[config.mk]
export PLATFORM = sky130hd
export DESIGN_NAME = serializer_piso
export DESIGN_NICKNAME = d
export VERILOG_FILES = /design/src/rtl/serializer_pkg.sv /design/src/rtl/serializer_piso_bit_counter.sv /design/src/rtl/serializer_piso.sv
export SDC_FILE = /design/constraint.sdc
export NUM_CORES = 1
export LEC_CHECK = 0
export BUFFER_PORTS_ARGS = -buffer_cell sky130_fd_sc_hd__buf_2
export CAP_MARGIN = 5
export CORE_MARGIN = 1
export CORE_UTILIZATION = 42
export CTS_CLUSTER_DIAMETER = 30
export DETAILED_ROUTE_END_ITERATION = 6
export GPL_TIMING_DRIVEN = 0
export PLACE_DENSITY = 0.63
export SETUP_SLACK_MARGIN = 0.4
export SLEW_MARGIN = 20
export SYNTH_ARGS = -nofsm -noshare
export SYNTH_HDL_FRONTEND = slang
export SYNTH_SLANG_ARGS = --single-unit
[constraint.sdc]
create_clock -name clk -period 1.9 [get_ports clk]
set_clock_uncertainty 0.15 [all_clocks]
set_input_delay 0 -clock clk [delete_from_list [all_inputs] [get_ports clk]]
set_output_delay 0 -clock clk [all_outputs]
set_load 0.005 [all_outputs]
[src/rtl/serializer_pkg.sv]
// Shared types and constants for the PISO serializer.
package serializer_pkg;

  typedef enum logic [1:0] {
    IDLE   = 2'd0,
    SHIFT  = 2'd1,
    PARITY = 2'd2
  } state_t;

  localparam int unsigned DEFAULT_WIDTH = 8;

  // Bit-index counter width for a given word width (legal widths are >= 2).
  function automatic int unsigned cnt_width(input int unsigned width);
    return (width < 2) ? 1 : $clog2(width);
  endfunction

endpackage

[src/rtl/serializer_piso_bit_counter.sv]
// Resettable, clearable up-counter that holds at a programmable limit.
//   clk, reset : clock, async active-low reset
//   clear      : synchronous return to zero (wins over en)
//   en         : advance by one unless already at limit
//   limit      : terminal count
//   count      : current value (registered)
//   at_limit_c : count == limit (combinational)
module bit_counter #(
  parameter int unsigned W = 3
) (
  input  logic         clk,
  input  logic         reset,
  input  logic         clear,
  input  logic         en,
  input  logic [W-1:0] limit,
  output logic [W-1:0] count,
  output logic         at_limit_c
);

  assign at_limit_c = (count == limit);

  // Count register; never advances past the limit.
  always_ff @(posedge clk or negedge reset) begin
    if (!reset) begin
      count <= '0;
    end else if (clear) begin
      count <= '0;
    end else if (en && !at_limit_c) begin
      count <= count + W'(1);
    end
  end

endmodule

[src/rtl/serializer_piso.sv]
// Parallel-in/serial-out serializer, LSB first, with frame markers.
// Optional even-parity bit per frame when SERIALIZER_PARITY_EN is defined.
//   clk, reset   : clock, async active-low reset
//   data_in      : parallel word, sampled on an accepted load
//   load_valid   : upstream word available
//   load_ready   : can accept a word this cycle (combinational)
//   serial_out   : current serial bit
//   serial_valid : serial_out carries a frame bit
//   frame_start  : first bit of a frame
//   frame_last   : final bit of a frame (data MSB or parity bit)
module serializer_piso
  import serializer_pkg::*;
#(
  parameter int unsigned WIDTH = DEFAULT_WIDTH
) (
  input  logic             clk,
  input  logic             reset,
  input  logic [WIDTH-1:0] data_in,
  input  logic             load_valid,
  output logic             load_ready,
  output logic             serial_out,
  output logic             serial_valid,
  output logic             frame_start,
  output logic             frame_last
);

  localparam int unsigned CW = cnt_width(WIDTH);
  localparam logic [CW-1:0] LAST_IDX = CW'(WIDTH - 1);
`ifndef SERIALIZER_PARITY_EN
  localparam logic [CW-1:0] PRE_LAST_IDX = CW'(WIDTH - 2);
`endif

  state_t           state_q, state_d;
  logic [WIDTH-1:0] shreg_q, shreg_d;
  logic             serial_out_d, serial_valid_d, frame_start_d, frame_last_d;
  logic [CW-1:0]    cnt;
  logic             cnt_at_limit_c, cnt_clear, cnt_en;
  logic             accept;
`ifdef SERIALIZER_PARITY_EN
  logic             parity_q, parity_d;
`endif

  // Counter holds the index of the bit currently on serial_out.
  bit_counter #(.W(CW)) u_bit_counter (
    .clk        (clk),
    .reset      (reset),
    .clear      (cnt_clear),
    .en         (cnt_en),
    .limit      (LAST_IDX),
    .count      (cnt),
    .at_limit_c (cnt_at_limit_c)
  );

  // Load window: idle, or the final bit of the current frame.
  always_comb begin
    load_ready = 1'b0;
    if (reset) begin
`ifdef SERIALIZER_PARITY_EN
      load_ready = (state_q == IDLE) || (state_q == PARITY);
`else
      load_ready = (state_q == IDLE) || ((state_q == SHIFT) && cnt_at_limit_c);
`endif
    end
  end

  assign accept = load_valid && load_ready;

  // Next-state and next-output logic.
  always_comb begin
    state_d        = state_q;
    shreg_d        = shreg_q;
    serial_out_d   = 1'b0;
    serial_valid_d = 1'b0;
    frame_start_d  = 1'b0;
    frame_last_d   = 1'b0;
    cnt_clear      = 1'b0;
    cnt_en         = 1'b0;
`ifdef SERIALIZER_PARITY_EN
    parity_d       = parity_q;
`endif

    if (accept) begin
      // New word: bit 0 goes out next cycle, even from a frame's last bit.
      state_d        = SHIFT;
      shreg_d        = data_in;
      serial_out_d   = data_in[0];
      serial_valid_d = 1'b1;
      frame_start_d  = 1'b1;
      cnt_clear      = 1'b1;
`ifdef SERIALIZER_PARITY_EN
      parity_d       = ^data_in;
`endif
    end else begin
      case (state_q)
        IDLE: begin
        end
        SHIFT: begin
          if (!cnt_at_limit_c) begin
            cnt_en         = 1'b1;
            shreg_d        = shreg_q >> 1;
            serial_out_d   = shreg_q[1];
            serial_valid_d = 1'b1;
`ifndef SERIALIZER_PARITY_EN
            frame_last_d   = (cnt == PRE_LAST_IDX);
`endif
          end else begin
`ifdef SERIALIZER_PARITY_EN
            state_d        = PARITY;
            serial_out_d   = parity_q;
            serial_valid_d = 1'b1;
            frame_last_d   = 1'b1;
`else
            state_d        = IDLE;
            cnt_clear      = 1'b1;
`endif
          end
        end
`ifdef SERIALIZER_PARITY_EN
        PARITY: begin
          state_d   = IDLE;
          cnt_clear = 1'b1;
        end
`endif
        default: begin
          state_d   = IDLE;
          cnt_clear = 1'b1;
        end
      endcase
    end
  end

  // State and output registers.
  always_ff @(posedge clk or negedge reset) begin
    if (!reset) begin
      state_q      <= IDLE;
      shreg_q      <= '0;
      serial_out   <= 1'b0;
      serial_valid <= 1'b0;
      frame_start  <= 1'b0;
      frame_last   <= 1'b0;
`ifdef SERIALIZER_PARITY_EN
      parity_q     <= 1'b0;
`endif
    end else begin
      state_q      <= state_d;
      shreg_q      <= shreg_d;
      serial_out   <= serial_out_d;
      serial_valid <= serial_valid_d;
      frame_start  <= frame_start_d;
      frame_last   <= frame_last_d;
`ifdef SERIALIZER_PARITY_EN
      parity_q     <= parity_d;
`endif
    end
  end

endmodule

==> results of run 1 <==
[metal layers]
metal / part of all wire / GRT usage
met3: 0.041 / 0.0326
met5: 0 / 0
met4: 0.0091 / 0.121
met2: 0.43 / 0.250
met1: 0.52 / 0.267
[power by group through the flow]
stage / Clock (mW) / Combinational, mW / Sequential, mW
2_1_floorplan: 0 / 0.290 / 0.483
3_3_place_gp: 0 / 0.399 / 0.488
3_5_place_dp: 0 / 0.399 / 0.490
4_1_cts: 0.183 / 0.499 / 0.476
5_1_grt: 0.193 / 0.640 / 0.502
6_report: 0.179 / 0.573 / 0.488
[sequential cells by signal, indices dropped and copies added, names as in the netlist]
signal and flops:
serial_out 1, shreg_q 7, frame_last 1, u_bit_counter.count 3
frame_start 1, serial_valid 1, state_q 1
[critical path, cell delays in order (launching register included)]
cell and delay (ps):
sky130_fd_sc_hd__dfrtp_1 420, sky130_fd_sc_hd__ha_4 180, sky130_fd_sc_hd__ha_4 160, sky130_fd_sc_hd__nor2b_4 120, sky130_fd_sc_hd__buf_6 130, sky130_fd_sc_hd__nor2_4 50, sky130_fd_sc_hd__a221o_1 350
[area by class of cell]
type / count / area (µm²) / area share
sequential: 15 / 375 / 0.387
multi-input combinational: 33 / 288 / 0.296
timing repair buffer: 33 / 240 / 0.247
clock buffer: 4 / 26.3 / 0.0271
tap: 15 / 18.8 / 0.0193
buffer: 1 / 11.3 / 0.0116
inverter: 3 / 11.3 / 0.0116
[synth_stat cells]
master	n	area (µm²)
sky130_fd_sc_hd__a22o_1	2	17.5
sky130_fd_sc_hd__and2_2	1	7.51
sky130_fd_sc_hd__and3_1	1	6.26
sky130_fd_sc_hd__o21ai_0	2	10.0
sky130_fd_sc_hd__or2b_1	1	7.51
sky130_fd_sc_hd__nand3_1	2	10.0
sky130_fd_sc_hd__nor2_1	1	3.75
sky130_fd_sc_hd__inv_1	3	11.3
sky130_fd_sc_hd__and2_1	7	43.8
sky130_fd_sc_hd__buf_6	1	11.3
sky130_fd_sc_hd__nor2_4	1	11.3
sky130_fd_sc_hd__ha_1	3	37.5
sky130_fd_sc_hd__a21oi_1	1	5.00
sky130_fd_sc_hd__a221o_1	6	60.1
sky130_fd_sc_hd__dfrtp_1	15	375
sky130_fd_sc_hd__nor2b_4	1	13.8
sky130_fd_sc_hd__nand2_1	4	15.0
[logic make-up after synthesis]
family	synth area share
AO/OA/AOI/OAI	0.143
flip-flops	0.580
buffers and inverters	0.0348
AND/OR/NAND/NOR	0.184
adder cells (fa/ha/maj)	0.0580
[path summary, 6_finish.rpt]
kind	start	end	slack [ps]	cells past startpoint
min	reset	serial_out	170	2
min reg2reg	shreg_q[1]	serial_out	350	1
min in group clk	reset	load_ready	180	3
max	u_bit_counter.count[0]	shreg_q[5]	220	6
max in group asynchronous	reset	shreg_q[5]	1000	2
max reg2reg	u_bit_counter.count[0]	shreg_q[5]	220	6
[repair_timing]
action,4_1_cts,5_1_grt
hold buffers,12,0
pin swaps,0,3
gates resized for setup,1,7
buffers inserted,4,2
endpoints found under the hold margin,29,0
setup endpoints to repair,10,13
==> metrics.txt, run 1 <==
# TYPE chip_impl_metric gauge
chip_impl_metric{name="wire_per_inst",unit="µm"} 12.7
chip_impl_metric{name="power.switching_fraction",unit=""} 0.321
chip_impl_metric{name="yosysWarnings",unit=""} 0
chip_impl_metric{name="min_period",unit="ps"} 1680
chip_impl_metric{name="setup_slack_of_the_critical_path_after_layout",unit="ps"} 219
chip_impl_metric{name="ir_worst_vdd",unit="µV"} 644
chip_impl_metric{name="first_global_vias",unit=""} 453
chip_impl_metric{name="clock_power_share",unit=""} 0.144
chip_impl_metric{name="total_leakage_power",unit="nW"} 0.489
chip_impl_metric{name="slew_viol_final",unit=""} 0
chip_impl_metric{name="share_comb_of_total_power",unit=""} 0.462
chip_impl_metric{name="ys_ff_latch",unit=""} 15
chip_impl_metric{name="area_of_the_die",unit="µm²"} 1700
chip_impl_metric{name="worst_slew_pin_slew",unit="ps"} 662
chip_impl_metric{name="wire_length_of_the_first_global_routing_pass",unit="µm"} 1930
chip_impl_info{name="unrepaired_setup_endpoints_after_global_routing",value="yes"} 1
chip_impl_metric{name="initialDrtViolationCount",unit=""} 20
chip_impl_metric{name="netlist_instances",unit=""} 52
chip_impl_metric{name="number_of_max_capacitance_violations_reported",unit=""} 0
chip_impl_metric{name="final_core_util",unit=""} 0.711
chip_impl_metric{name="clockBufferDepth",unit=""} 2
chip_impl_metric{name="synth_fp_nets",unit=""} 66
chip_impl_metric{name="num_io_pins",unit=""} 16
chip_impl_metric{name="fillerInstances",unit=""} 109
chip_impl_metric{name="setup_total_negative_slack",unit="ps"} 0
chip_impl_metric{name="syn-cell-area",unit="µm²"} 647
chip_impl_metric{name="post_synthesis_sequential_area_ratio",unit=""} 0.580
chip_impl_metric{name="finalInstanceArea",unit="µm²"} 971
chip_impl_metric{name="path_clk_slew",unit="ps"} 90
chip_impl_metric{name="placement_rows",unit=""} 13
chip_impl_metric{name="timing.critical_path.required",unit="ps"} 1910
chip_impl_metric{name="gr-total-overflow",unit=""} 0
chip_impl_metric{name="placed_cells",unit=""} 82
chip_impl_metric{name="global_route.usage.total",unit=""} 0.186
chip_impl_metric{name="cp_max_fo",unit=""} 8
chip_impl_metric{name="core_area",unit="µm²"} 1370
chip_impl_info{name="cts_tree",value="done"} 1
chip_impl_metric{name="fin_total_pwr",unit="mW"} 1.24
chip_impl_metric{name="place_hpwl",unit="µm"} 746
chip_impl_info{name="min-delay-path-class",value="input pin to async pin"} 1
chip_impl_metric{name="tritoncts_num_sinks",unit=""} 15
chip_impl_metric{name="power-per-cell-area",unit="nW/µm²"} 1280
chip_impl_metric{name="relSlewSlack",unit=""} 0.557
chip_impl_metric{name="port-buffer-count",unit=""} 15
chip_impl_metric{name="cell_internal_pwr",unit="mW"} 0.841
chip_impl_metric{name="finalSetupViolCount",unit=""} 0
chip_impl_metric{name="grt_max_degree",unit=""} 16
chip_impl_metric{name="final_net_count",unit=""} 104
chip_impl_metric{name="pre_cts_slack",unit="ps"} 224
chip_impl_metric{name="drtAntennaViolNets",unit=""} 0
chip_impl_metric{name="finalHoldWorstSlack",unit="ps"} 171
chip_impl_metric{name="final_hold_violation_count",unit=""} 0
chip_impl_metric{name="drt-total-wl",unit="µm"} 1320
chip_impl_metric{name="switchingPower",unit="mW"} 0.398
chip_impl_metric{name="layout_area_overhead",unit="%"} 50.1
chip_impl_metric{name="synthDistinctLibCells",unit=""} 17
chip_impl_info{name="startpoint_type",value="register"} 1
chip_impl_info{name="end_kind",value="register"} 1
chip_impl_metric{name="floorplan.initialDensity",unit=""} 0.473
chip_impl_metric{name="cts.htree.levels",unit=""} 1
chip_impl_metric{name="final_min_period_over_clock_period",unit=""} 0.885
chip_impl_metric{name="n_antenna_cell",unit=""} 0
chip_impl_metric{name="fmax",unit="MHz"} 595
chip_impl_metric{name="finish.cell_count_without_fillers",unit=""} 104
chip_impl_metric{name="arrival",unit="ps"} 1690
chip_impl_info{name="timing.setup.critical_path_class",value="register to register"} 1
chip_impl_metric{name="antenna_found_initial",unit=""} 0
chip_impl_metric{name="detail_route.drc_violations",unit=""} 0
chip_impl_info{name="clk_root_buffer_cell",value="sky130_fd_sc_hd__clkbuf_4"} 1
chip_impl_metric{name="detail_route.first_pass.iterations",unit=""} 4
chip_impl_info{name="outcome",value="finished clean"} 1
chip_impl_metric{name="place_area",unit="µm²"} 756
chip_impl_metric{name="place.gp.congestion",unit=""} 0.684
chip_impl_metric{name="drive_gt1_frac",unit=""} 0.393
chip_impl_info{name="most-common-layout-cells",value="sky130_fd_sc_hd__dfrtp_1 (15), sky130_fd_sc_hd__buf_2 (15), sky130_fd_sc_hd__dlygate4sd3_1 (12)"} 1
chip_impl_metric{name="synthesis.area_per_instance",unit="µm²"} 12.4
chip_impl_metric{name="viasPerCell",unit=""} 4.89
chip_impl_metric{name="num_vias",unit=""} 509
chip_impl_metric{name="die_width",unit="µm"} 41.2
chip_impl_metric{name="clock_latency",unit="ps"} 270
chip_impl_metric{name="sequentialPowerShare",unit=""} 0.394
chip_impl_metric{name="cts_made_buffers",unit=""} 3
chip_impl_metric{name="die_height",unit="µm"} 41.2
Power figures use the tool's default switching activity.
==> run 2: changes to the inputs <==
==> constraint.sdc (replaced) <==
create_clock -name clk -period 1.9 [get_ports clk]
set_clock_uncertainty 0.15 [all_clocks]
set_input_delay 0.095 -clock clk [delete_from_list [all_inputs] [get_ports clk]]
set_output_delay 0.095 -clock clk [all_outputs]
set_load 0.005 [all_outputs]
==> metrics.txt, run 2 (synthesized netlist as in run 1, its figures left out) <==
# TYPE chip_impl_metric gauge
chip_impl_metric{name="place_hpwl",unit="µm"} 746
chip_impl_metric{name="timing.critical_path.required",unit="ps"} 1650
chip_impl_metric{name="fmax",unit="MHz"} 564
chip_impl_metric{name="relSlewSlack",unit=""} 0.558
chip_impl_metric{name="viasPerCell",unit=""} 4.99
chip_impl_info{name="end_kind",value="primary output"} 1
chip_impl_metric{name="wire_per_inst",unit="µm"} 12.0
chip_impl_metric{name="die_width",unit="µm"} 41.2
chip_impl_info{name="cts_tree",value="done"} 1
chip_impl_info{name="startpoint_type",value="register"} 1
chip_impl_metric{name="final_net_count",unit=""} 100
chip_impl_metric{name="port-buffer-count",unit=""} 15
chip_impl_metric{name="cts.htree.levels",unit=""} 1
chip_impl_metric{name="cts_made_buffers",unit=""} 3
chip_impl_metric{name="detail_route.first_pass.iterations",unit=""} 4
chip_impl_metric{name="finish.cell_count_without_fillers",unit=""} 100
chip_impl_info{name="outcome",value="finished clean"} 1
chip_impl_metric{name="global_route.usage.total",unit=""} 0.179
chip_impl_info{name="largestRegisters",value="shreg_q x7, u_bit_counter.count x3"} 1
chip_impl_metric{name="grt_max_degree",unit=""} 16
chip_impl_metric{name="ir_worst_vdd",unit="µV"} 595
chip_impl_metric{name="tritoncts_num_sinks",unit=""} 15
chip_impl_info{name="timing.setup.critical_path_class",value="register to primary output"} 1
chip_impl_metric{name="total_leakage_power",unit="nW"} 0.466
chip_impl_metric{name="die_height",unit="µm"} 41.2
chip_impl_metric{name="finalInstanceArea",unit="µm²"} 925
chip_impl_metric{name="path_clk_slew",unit="ps"} 80
chip_impl_metric{name="drt-total-wl",unit="µm"} 1200
chip_impl_metric{name="clock_latency",unit="ps"} 270
chip_impl_metric{name="number_of_max_capacitance_violations_reported",unit=""} 0
chip_impl_metric{name="num_io_pins",unit=""} 16
chip_impl_info{name="unrepaired_setup_endpoints_after_global_routing",value="yes"} 1
chip_impl_metric{name="wire_length_of_the_first_global_routing_pass",unit="µm"} 1870
chip_impl_metric{name="pre_cts_slack",unit="ps"} 224
chip_impl_metric{name="detail_route.drc_violations",unit=""} 0
chip_impl_metric{name="drive_gt1_frac",unit=""} 0.376
chip_impl_metric{name="drtAntennaViolNets",unit=""} 0
chip_impl_metric{name="n_antenna_cell",unit=""} 0
chip_impl_metric{name="power-per-cell-area",unit="nW/µm²"} 1290
chip_impl_metric{name="core_area",unit="µm²"} 1370
chip_impl_metric{name="setup_total_negative_slack",unit="ps"} 0
chip_impl_metric{name="floorplan.initialDensity",unit=""} 0.473
chip_impl_metric{name="place.gp.congestion",unit=""} 0.684
chip_impl_metric{name="clockBufferDepth",unit=""} 2
chip_impl_metric{name="antenna_found_initial",unit=""} 0
chip_impl_info{name="most-common-layout-cells",value="sky130_fd_sc_hd__dfrtp_1 (15), sky130_fd_sc_hd__buf_2 (15), sky130_fd_sc_hd__dlygate4sd3_1 (9)"} 1
chip_impl_metric{name="final_min_period_over_clock_period",unit=""} 0.934
chip_impl_metric{name="largest_register_ff_count",unit=""} 7
chip_impl_info{name="min-delay-path-class",value="input pin to register"} 1
chip_impl_metric{name="finalSetupViolCount",unit=""} 0
chip_impl_info{name="register_ranked_first_by_flip_flop_count",value="shreg_q"} 1
chip_impl_metric{name="worst_slew_pin_slew",unit="ps"} 661
chip_impl_metric{name="placed_cells",unit=""} 82
chip_impl_info{name="clk_root_buffer_cell",value="sky130_fd_sc_hd__clkbuf_4"} 1
chip_impl_metric{name="min_period",unit="ps"} 1770
chip_impl_metric{name="layout_area_overhead",unit="%"} 42.9
chip_impl_metric{name="first_global_vias",unit=""} 445
chip_impl_metric{name="cp_max_fo",unit=""} 2
chip_impl_metric{name="arrival",unit="ps"} 1530
chip_impl_metric{name="setup_slack_of_the_critical_path_after_layout",unit="ps"} 125
chip_impl_metric{name="place_area",unit="µm²"} 756
chip_impl_metric{name="area_of_the_die",unit="µm²"} 1700
chip_impl_metric{name="placement_rows",unit=""} 13
chip_impl_metric{name="gr-total-overflow",unit=""} 0
chip_impl_metric{name="final_hold_violation_count",unit=""} 0
chip_impl_metric{name="num_vias",unit=""} 499
chip_impl_metric{name="initialDrtViolationCount",unit=""} 18
chip_impl_metric{name="slew_viol_final",unit=""} 0
-- run 2: cell types whose count changed in the layout (fill, tap and decap cells not counted) --
cell,before,now
sky130_fd_sc_hd__dlygate4sd3_1,12,9
sky130_fd_sc_hd__buf_6,1,2
sky130_fd_sc_hd__and3_1,1,0
sky130_fd_sc_hd__buf_4,6,4
sky130_fd_sc_hd__ha_4,2,1
sky130_fd_sc_hd__and3_4,0,1
sky130_fd_sc_hd__and2_4,3,0
sky130_fd_sc_hd__and2_1,4,7
sky130_fd_sc_hd__ha_2,0,1
-- run 2: worst paths after layout --
check                                            start                      to  slack [ps]  depth (start not counted)
worst min-delay path                        load_valid  u_bit_counter.count[1]          20                          4
max in group asynchronous                        reset              shreg_q[7]         890                          2
worst max-delay path            u_bit_counter.count[0]              load_ready         130                          5
min in group asynchronous                        reset              frame_last         290                          2
worst min register to register              shreg_q[7]              shreg_q[7]         350                          2
worst max register to register  u_bit_counter.count[0]              shreg_q[6]         220                          6
-- run 2: cell type report --
| cell class | instances | area [µm²] |
|---|---|---|
| sequential | 15 | 375 |
| timing repair buffer | 29 | 206 |
| inverter | 3 | 11.3 |
| tap | 15 | 18.8 |
| multi-input combinational | 33 | 275 |
| clock buffer | 4 | 26.3 |
| fill | 114 | 442 |
| buffer | 1 | 11.3 |
-- run 2: report_power, final --
group	internal, mW	switching, mW
combinational	0.312	0.231
sequential	0.425	0.0526
clock	0.0812	0.0918
-- run 2: through the flow --
step	util	hold slack, ps	total power [mW]
CTS	0.662	16.1	1.15
floorplan	-	-351	0.774
detailed placement	0.553	-113	0.889
global route	0.677	42.4	1.30
global placement	0.553	-113	0.886
finish	0.677	22.0	1.19
-- run 2: routing by layer --
| metal | global-route usage | vias to the layer above | routed length, µm |
|---|---|---|---|
| li1 | - | 252 | - |
| met1 | 0.247 | 231 | 617 |
| met2 | 0.250 | 14 | 524 |
| met3 | 0.0326 | 2 | 50 |
| met4 | 0.121 | 0 | 12 |
| met5 | 0 | - | 0 |
-- run 2: worst max-delay path, cell delays in order, from the launching register on --
cell and delay, ps:
sky130_fd_sc_hd__dfrtp_1 400, sky130_fd_sc_hd__ha_2 200, sky130_fd_sc_hd__ha_4 170, sky130_fd_sc_hd__or2b_1 240, sky130_fd_sc_hd__and2_1 140, sky130_fd_sc_hd__buf_2 120
-- run 2: what timing repair did --
item	CTS	global route
endpoints found under the hold margin	23	0
setup buffers	4	1
pin swaps	0	4
hold buffers	9	0
gates resized for setup	1	5
cloned	0	0
endpoints found under the setup margin	10	13
==> run 3: changes to the inputs <==
==> constraint.sdc (replaced) <==
create_clock -name clk -period 2.3 [get_ports clk]
set_clock_uncertainty 0.15 [all_clocks]
set_input_delay 0.115 -clock clk [delete_from_list [all_inputs] [get_ports clk]]
set_output_delay 0.115 -clock clk [all_outputs]
set_load 0.005 [all_outputs]
==> metrics.txt, run 3 (synthesized netlist as in run 1, its figures left out) <==
# TYPE chip_impl_metric gauge
chip_impl_info{name="register_ranked_first_by_flip_flop_count",value="shreg_q"} 1
chip_impl_metric{name="power-per-cell-area",unit="nW/µm²"} 1050
chip_impl_metric{name="number_of_max_capacitance_violations_reported",unit=""} 0
chip_impl_info{name="holdCritStartpoint",value="load_valid"} 1
chip_impl_metric{name="cp_max_fo",unit=""} 3
chip_impl_metric{name="place_hpwl",unit="µm"} 786
chip_impl_info{name="globalRoute.busiestLayer",value="met2"} 1
chip_impl_metric{name="cts_made_buffers",unit=""} 3
chip_impl_info{name="r2r-end",value="shreg_q[3]"} 1
chip_impl_info{name="min-delay-path-class",value="input pin to register"} 1
chip_impl_metric{name="initialDrtViolationCount",unit=""} 5
chip_impl_metric{name="finalSetupViolCount",unit=""} 0
chip_impl_info{name="unrepaired_setup_endpoints_after_global_routing",value="yes"} 1
chip_impl_metric{name="num_io_pins",unit=""} 16
chip_impl_metric{name="total_leakage_power",unit="nW"} 0.456
chip_impl_metric{name="setup_total_negative_slack",unit="ps"} 0
chip_impl_metric{name="final_min_period_over_clock_period",unit=""} 0.805
chip_impl_metric{name="layout_area_overhead",unit="%"} 38.3
chip_impl_metric{name="port-buffer-count",unit=""} 15
chip_impl_metric{name="grt_use_met3",unit=""} 0.0652
chip_impl_metric{name="timing.critical_path.required",unit="ps"} 2040
chip_impl_metric{name="antenna_found_initial",unit=""} 0
chip_impl_metric{name="final_net_count",unit=""} 98
chip_impl_metric{name="place.gp.congestion",unit=""} 0.727
chip_impl_metric{name="fmax",unit="MHz"} 540
chip_impl_info{name="worstReg2RegStart",value="u_bit_counter.count[1]"} 1
chip_impl_metric{name="core_area",unit="µm²"} 1370
chip_impl_info{name="outcome",value="finished clean"} 1
chip_impl_info{name="end_kind",value="primary output"} 1
chip_impl_metric{name="slew_viol_final",unit=""} 0
chip_impl_metric{name="wire_length_of_the_first_global_routing_pass",unit="µm"} 1950
chip_impl_metric{name="finalHoldWorstSlack",unit="ps"} 39.9
chip_impl_metric{name="die_width",unit="µm"} 41.2
chip_impl_metric{name="gr-total-overflow",unit=""} 0
chip_impl_metric{name="worst_slew_pin_slew",unit="ps"} 552
chip_impl_metric{name="detail_route.drc_violations",unit=""} 0
chip_impl_metric{name="min_period",unit="ps"} 1850
chip_impl_metric{name="first_global_vias",unit=""} 441
chip_impl_info{name="whs_endpoint",value="frame_start"} 1
chip_impl_metric{name="final_hold_violation_count",unit=""} 0
chip_impl_metric{name="path_clk_slew",unit="ps"} 80
chip_impl_metric{name="viasPerCell",unit=""} 5.20
chip_impl_metric{name="area_of_the_die",unit="µm²"} 1700
chip_impl_metric{name="num_vias",unit=""} 510
chip_impl_metric{name="tritoncts_num_sinks",unit=""} 15
chip_impl_info{name="most-common-layout-cells",value="sky130_fd_sc_hd__dfrtp_1 (15), sky130_fd_sc_hd__buf_2 (15), sky130_fd_sc_hd__dlygate4sd3_1 (9)"} 1
chip_impl_metric{name="drive_gt1_frac",unit=""} 0.325
chip_impl_metric{name="r2r_cells",unit=""} 6
chip_impl_metric{name="placement_rows",unit=""} 13
chip_impl_metric{name="arrival",unit="ps"} 1590
chip_impl_info{name="cts_tree",value="done"} 1
chip_impl_info{name="clk_root_buffer_cell",value="sky130_fd_sc_hd__clkbuf_4"} 1
chip_impl_metric{name="cts.htree.levels",unit=""} 1
chip_impl_metric{name="ir_worst_vdd",unit="µV"} 575
chip_impl_metric{name="grt_use_met1",unit=""} 0.253
chip_impl_metric{name="detail_route.first_pass.iterations",unit=""} 3
chip_impl_metric{name="place_area",unit="µm²"} 741
chip_impl_metric{name="drtAntennaViolNets",unit=""} 0
chip_impl_metric{name="clock_latency",unit="ps"} 280
chip_impl_metric{name="globalRouteMet2Util",unit=""} 0.254
chip_impl_info{name="startpoint_type",value="register"} 1
chip_impl_metric{name="global_route.usage.total",unit=""} 0.188
chip_impl_metric{name="largest_register_ff_count",unit=""} 7
chip_impl_metric{name="n_antenna_cell",unit=""} 0
chip_impl_metric{name="drt-total-wl",unit="µm"} 1260
chip_impl_metric{name="die_height",unit="µm"} 41.2
chip_impl_info{name="timing.setup.critical_path_class",value="register to primary output"} 1
chip_impl_metric{name="finalInstanceArea",unit="µm²"} 895
chip_impl_info{name="largestRegisters",value="shreg_q x7, u_bit_counter.count x3"} 1
chip_impl_metric{name="final_core_util",unit=""} 0.655
chip_impl_metric{name="wire_per_inst",unit="µm"} 12.9
chip_impl_metric{name="grt_max_degree",unit=""} 20
chip_impl_metric{name="cell_depth_of_the_worst_min_delay_path",unit=""} 3
chip_impl_metric{name="floorplan.initialDensity",unit=""} 0.473
chip_impl_metric{name="ff2ff_setup_slack",unit="ps"} 580
chip_impl_metric{name="clockBufferDepth",unit=""} 2
chip_impl_metric{name="relSlewSlack",unit=""} 0.631
-- run 3: cell count changes in the layout (fill, tap and decap cells not counted), sizes merged --
cell / previous run / this run
buf: 21 / 19
-- run 3: metal layers --
layer	wire length, µm	up-vias	part of all wire
met5	0	-	0
met4	13	0	0.010
met3	57	2	0.045
met2	568	15	0.45
met1	624	244	0.49
li1	-	249	-
-- run 3: cell type report --
| class | count | area (µm²) |
|---|---|---|
| plain buffers | 1 | 11.3 |
| clock buffers | 4 | 26.3 |
| fillers | 110 | 472 |
| inverters | 3 | 11.3 |
| multi-input cells | 33 | 264 |
| flip-flops and latches | 15 | 375 |
| well taps | 15 | 18.8 |
| repair buffers | 27 | 188 |
-- run 3: stage by stage --
step                      power [mW]  instances  worst slack (ps)
final                          0.941         98               447
after detailed placement       0.724         82               518
after CTS                      0.916         97               432
after floorplan                0.623         52               617
after global placement         0.710         82               516
after global routing            1.03         98               372
-- run 3: repair_timing --
item | in CTS | in global routing
pin swaps | 0 | 1
endpoints found under the setup margin | 1 | 1
resized for setup | 1 | 2
hold buffers | 9 | 0
endpoints found under the hold margin | 23 | 0
setup buffers | 2 | 1
-- run 3: worst max-delay path by stage --
stage	startpoint	end
after floorplan	u_bit_counter.count[0]	shreg_q[1]
after global placement	u_bit_counter.count[0]	shreg_q[1]
after detailed placement	u_bit_counter.count[0]	shreg_q[3]
after CTS	u_bit_counter.count[1]	load_ready
after global routing	u_bit_counter.count[1]	load_ready
final	u_bit_counter.count[1]	load_ready
-- run 3: where the power goes --
part / total [mW] / switching [mW] / leakage (nW) / internal (mW)
sequential: 0.398 / 0.0469 / 0.192 / 0.351
combinational: 0.394 / 0.179 / 0.249 / 0.215
clock: 0.148 / 0.0812 / 0.0150 / 0.0673
-- run 3: worst max-delay path, stage by stage (launching register included) --
cell,delay [ps]
sky130_fd_sc_hd__dfrtp_1,410
sky130_fd_sc_hd__ha_2,210
sky130_fd_sc_hd__ha_4,170
sky130_fd_sc_hd__or2b_1,250
sky130_fd_sc_hd__and2_1,160
sky130_fd_sc_hd__buf_2,120
